## config.mk

```make
export PLATFORM = sky130hd
export DESIGN_NAME = encoder_8_to_3_rr
export DESIGN_NICKNAME = d
export VERILOG_FILES = /design/src/rtl/encoder_pkg.sv /design/src/rtl/encoder_8_to_3_rr_prio.sv /design/src/rtl/encoder_8_to_3_rr.sv
export SDC_FILE = /design/constraint.sdc
export NUM_CORES = 1
export LEC_CHECK = 0
export ABC_AREA = 1
export CORE_MARGIN = 2
export CORE_UTILIZATION = 50
export DETAILED_ROUTE_END_ITERATION = 12
export PLACE_DENSITY = 0.81
export SYNTH_ARGS = -nofsm -noshare
export SYNTH_HDL_FRONTEND = slang
export SYNTH_HIERARCHICAL = 1
export SYNTH_SLANG_ARGS = --single-unit
```

## constraint.sdc

```tcl
create_clock -name clk -period 3 [get_ports clk]
set_input_delay 0.9 -clock clk [delete_from_list [all_inputs] [get_ports clk]]
set_output_delay 0.9 -clock clk [all_outputs]
set_load 0.01 [all_outputs]
```

## src/rtl/encoder_pkg.sv

```systemverilog
// Shared sizing and FSM state type for the round-robin 8-to-3 encoder.
// No logic of its own; zero latency.
// No flow control; types and constants only.
package encoder_pkg;

    localparam int N = 8;   // request lines
    localparam int W = 3;   // encoded index width

    typedef enum logic {
        IDLE  = 1'b0,
        GRANT = 1'b1
    } state_e;

endpackage : encoder_pkg

```

## src/rtl/encoder_8_to_3_rr_prio.sv

```systemverilog
// Fixed-priority 8-to-3 encoder: lowest set input index wins.
// Purely combinational, zero latency.
// No flow control; any flags whether any input is set.
module priority_encoder_8_to_3
    import encoder_pkg::*;
(
    input  logic [N-1:0] in,
    output logic [W-1:0] out,
    output logic         any
);

    // Scan from the top down so the lowest set index is the last one written.
    always_comb begin
        out = '0;
        any = 1'b0;
        for (int i = N - 1; i >= 0; i--) begin
            if (in[i]) begin
                out = W'(i);
                any = 1'b1;
            end
        end
    end

endmodule : priority_encoder_8_to_3

```

## src/rtl/encoder_8_to_3_rr.sv

```systemverilog
// Round-robin 8-to-3 request encoder with a held, registered grant index.
// Grant appears one edge after sampling; at most one grant per two cycles.
// Grant holds (out/valid stable) until valid&&ready; ready with valid low is ignored.
module encoder_8_to_3_rr #(
    parameter int N = 8,
    parameter int W = 3
) (
    input  logic         clk,
    input  logic         rst_n,
    input  logic         ena,
    input  logic [N-1:0] req,
    input  logic         ready,
    output logic [W-1:0] out,
    output logic         valid
);

    import encoder_pkg::*;

    state_e         state_q, state_d;
    logic [W-1:0]   out_q,   out_d;
    logic           valid_q, valid_d;
    logic [W-1:0]   ptr_q,   ptr_d;

    logic [N-1:0]   req_rot;
    logic [W-1:0]   pe_out;
    logic           pe_any;
    logic [W-1:0]   grant_idx;

    // Rotate requests right by ptr so bit 0 of req_rot is the requester at ptr.
    always_comb begin
        req_rot = '0;
        for (int i = 0; i < N; i++) begin
            req_rot[i] = req[ptr_q + W'(i)];
        end
    end

    priority_encoder_8_to_3 u_prio (
        .in  (req_rot),
        .out (pe_out),
        .any (pe_any)
    );

    // Undo the rotation; the 3-bit add wraps modulo 8 on its own.
    assign grant_idx = pe_out + ptr_q;

    // Next-state: capture a grant from IDLE, release it on handshake in GRANT.
    always_comb begin
        state_d = state_q;
        out_d   = out_q;
        valid_d = valid_q;
        ptr_d   = ptr_q;
        unique case (state_q)
            IDLE: begin
                valid_d = 1'b0;
                if (ena && pe_any) begin
                    out_d   = grant_idx;
                    valid_d = 1'b1;
                    state_d = GRANT;
                end
            end
            GRANT: begin
                // req and ena are deliberately ignored while a grant is held.
                if (valid_q && ready) begin
                    valid_d = 1'b0;
                    ptr_d   = out_q + W'(1);
                    state_d = IDLE;
                end
            end
            default: begin
                state_d = IDLE;
                valid_d = 1'b0;
            end
        endcase
    end

    // State registers; reset drops any held grant immediately.
    always_ff @(posedge clk or negedge rst_n) begin
        if (!rst_n) begin
            state_q <= IDLE;
            out_q   <= '0;
            valid_q <= 1'b0;
            ptr_q   <= '0;
        end else begin
            state_q <= state_d;
            out_q   <= out_d;
            valid_q <= valid_d;
            ptr_q   <= ptr_d;
        end
    end

    assign out   = out_q;
    assign valid = valid_q;

endmodule : encoder_8_to_3_rr

```

==> impl_results.md <==
* Drt first pass iters at 4
* Ys async rst share at 100%
* Power density cells at 1290 nW/um2
* Via Count at 980
* Reg-to-reg critical path startpoint: ptr_q[1]
* CTS tree: yes
* Comb pwr share at 77.7%
* Chip width at 46.7 um
* Synth Area in Simple Gates at 54.5%
* Main combinational cell family by area after synthesis: simple AND/OR/NAND/NOR gates
* Final TNS setup at 0 ps
* Sequential-to-total area share from yosys stat at 22.0%
* First-pass GRT wire length at 3420 um
* Final period utilization at 95.8%
* Synth-to-layout area growth at 24.5%
* EDFF count, synth at 0
* Antenna viol nets, final at 0
* Die ar. at 2180 um2
* Row cnt at 15
* Hold EP: ptr_q[0]
* Via-per-instance ratio at 5.08
* Vias in the first global route at 873
* Clock share of power at 5.8%
* Final Instance Area at 1130 um2
* CP Launch Type: input pin
* H-tree depth at 1
* Xor and xnor area share after synthesis at 0.963%
* Hold Crit Start: out[0]
* Worst path slowest cell: clkdlybuf4s50_1
* Mapped Area at 910 um2
* Overflow after GRT at 0
* Worst Path Class, Setup: input pin to flip-flop
* Count of final setup violators at 0
* Post-route minimum period at 2870 ps
* Flop2flop setup slack at 270 ps
* Syn_area_per_cell at 6.10 um2
* Flops & latches, synth at 8
* MaxCap Viol Count at 0
* Fillers at 163
* Hold WS at 515 ps
* DP HPWL at 1710 um
* Antenna cells at 0
* Max incr delay on CP at 440 ps
* Worst Reg-to-Reg Cells at 19
* Peak VDD IR at 0.593 mV
* Seq pwr share at 16.5%
* Initial antenna violation count at 0
* WP data arrival at 3020 ps
* Adder and majority gate portion of the synthesized area at 7.70%
* Hold Fails Final Rpt at 0
* 1st-iter DRT viols at 18
* Total power at 1460 uW
* Routed len/inst at 10.9 um
* Core ar. at 1730 um2
* YS warnings at 6
* Sequential cell area at 200 um2
* Hold Crit Class: flip-flop to flip-flop
* Crit-path leading delay family: simple AND/OR/NAND/NOR gates
* Clk buf depth at 2
* LEAKAGE at 0.000627 uW
* Sink Count at 8
* Worst Setup End Kind: flip-flop
* Die height at 46.7 um
* Number of port buffers at 15
* I/O pin count at 16
* Crit path buf inv count at 4
* Int Pwr at 664 uW
* Nets at 187
* CTS root buf: clkbuf_4
* CP Max Fanout at 2
* # placed instances at 190
* Final WL at 2110 um
* Post-Route Skew at 5.82 ps
* WP data required at 3150 ps
* Max-slew violation count at 0
* Share of cells above drive strength 1 at 14.3%
* CTS Buf Count at 3
* Peak Freq at 348 MHz
* Multi-input gate area at 617 um2
* Worst-Skew Late Latency at 260 ps
* Worst-margin pin slew at 423 ps
* Initial Utilization at 52.7%
* Post-synth top flop: dfrtp_1
* Relative slew slack at 71.8%
* Syn_nets at 166
* Compound-cell area share of the yosys netlist at 3.44%
* Largest net degree at the start of global routing at 12
* Worst-path clk slew at 50 ps
* Psw at 793 uW
* Worst R2R End: out[2]
* Switching Share at 54.4%
* Hold path depth at 1
* Remaining DRCs at 0
* Top cell by count, worst path: nand2_1
* GR Util All Layers at 22.2%
* Library cells used by synthesis at 20
* Non-Filler Instances at 193
* Mapped Cells at 149
* Crit-path cells: clkdlybuf4s50_1 > nand2_1 > nand3_1 > nand3_1 > nand2_1 > inv_1 > nand2_1 > nand2_1 > nand2_1 > nand2_1 > nand2_1 > a21oi_2 > ha_1 > inv_1 > fa_1 > inv_1 > nand3_1 > nand3_1 > nand2_1
* Mux contribution to synthesized area at 0%
* Run status: finished clean
* Final GP Congestion at 0.842
* Cell area after placement at 1090 um2
[power groups by stage]
stage          Combinational [uW]  Sequential (uW)  Clock (uW)
3_5_place_dp                 1100              242           0
6_report                     1130              240        85.2
5_1_grt                      1280              252        91.4
2_1_floorplan                 847              219           0
3_3_place_gp                 1060              241           0
4_1_cts                      1100              241        88.5
[cell families after synthesis]
kind of cell,count (synthesis)
buffers and inverters,22
DFF,8
xor gates and xnor gates,1
adders and majority gates,5
AOI/OAI and AO/OA,6
and+or+nand+nor,107
[through the flow]
step	worst slack, ps	utilization (%)
CTS	146	64.5
floorplan	531	-
global placement	-61.1	63.2
detailed placement	-125	63.2
global route	-25.5	65.6
finish	125	65.6
[layout by cell type, fill, tap and decap left out]
cell type / netlist / routed
a21oi_1: 2 / 1
a21oi_2: 0 / 1
a31oi_1: 1 / 1
buf_4: 0 / 3
clkbuf_4: 0 / 3
clkdlybuf4s50_1: 0 / 12
clkinv_2: 1 / 1
dfrtp_1: 8 / 8
dlymetal6s2s_1: 0 / 3
fa_1: 1 / 1
ha_1: 4 / 4
inv_1: 16 / 16
inv_2: 2 / 2
inv_6: 1 / 1
nand2_1: 53 / 52
nand2_2: 8 / 9
nand2_4: 2 / 2
nand3_1: 38 / 37
nand3_2: 0 / 1
nand4_1: 1 / 1
nor2_1: 3 / 3
nor3_2: 1 / 1
o21ai_1: 3 / 3
or2_1: 1 / 1
xnor2_1: 1 / 1
[synthesized netlist by cell type (2+ instances only)]
cell type | n | area share (%)
nand2_1 | 53 | 22
nand3_1 | 38 | 21
inv_1 | 16 | 6.6
dfrtp_1 | 8 | 22
nand2_2 | 8 | 5.5
ha_1 | 4 | 5.5
nor2_1 | 3 | 1.2
o21ai_1 | 3 | 1.7
a21oi_1 | 2 | 1.1
buf_6 | 2 | 2.5
inv_2 | 2 | 0.83
nand2_4 | 2 | 2.5
[final cells by class]
class,instances,share of cell area (%)
Tap cell,25,2.76
Inverter,20,7.18
Multi-Input combinational cell,119,54.5
Sequential cell,8,17.7
Timing Repair Buffer,18,15.9
Clock buffer,3,1.99
[repair_timing]
item,4_1_cts,5_1_grt
hold buffers,0,0
resized for setup,0,6
endpoints found under the setup margin,0,1
buffers inserted,0,0
[worst max path at each step]
| stage | startpoint | to | slack, ps | cells past startpoint |
|---|---|---|---|---|
| final | req[1] | out[2] | 130 | 19 |
| after global placement | req[5] | out[2] | -60 | 19 |
| after floorplan | ptr_q[0] | out[2] | 530 | 20 |
| after CTS | req[5] | out[2] | 150 | 19 |
| after detailed placement | req[5] | out[2] | -120 | 19 |
| after global routing | req[6] | out[2] | -30 | 19 |
[metal layers]
metal / GRT usage (%) / up-vias / wire, um
li1: - / 521 / -
met2: 39.2 / 23 / 1050
met5: 0 / - / 0
met1: 25.7 / 429 / 910
met4: 12.8 / 0 / 82
met3: 2.35 / 7 / 69
[registers in the layout, summed over array words and instances (netlist names)]
signal and flops:
state_q 1, ptr_q 3, out 3, valid 1
Power figures use the tool's default switching activity.
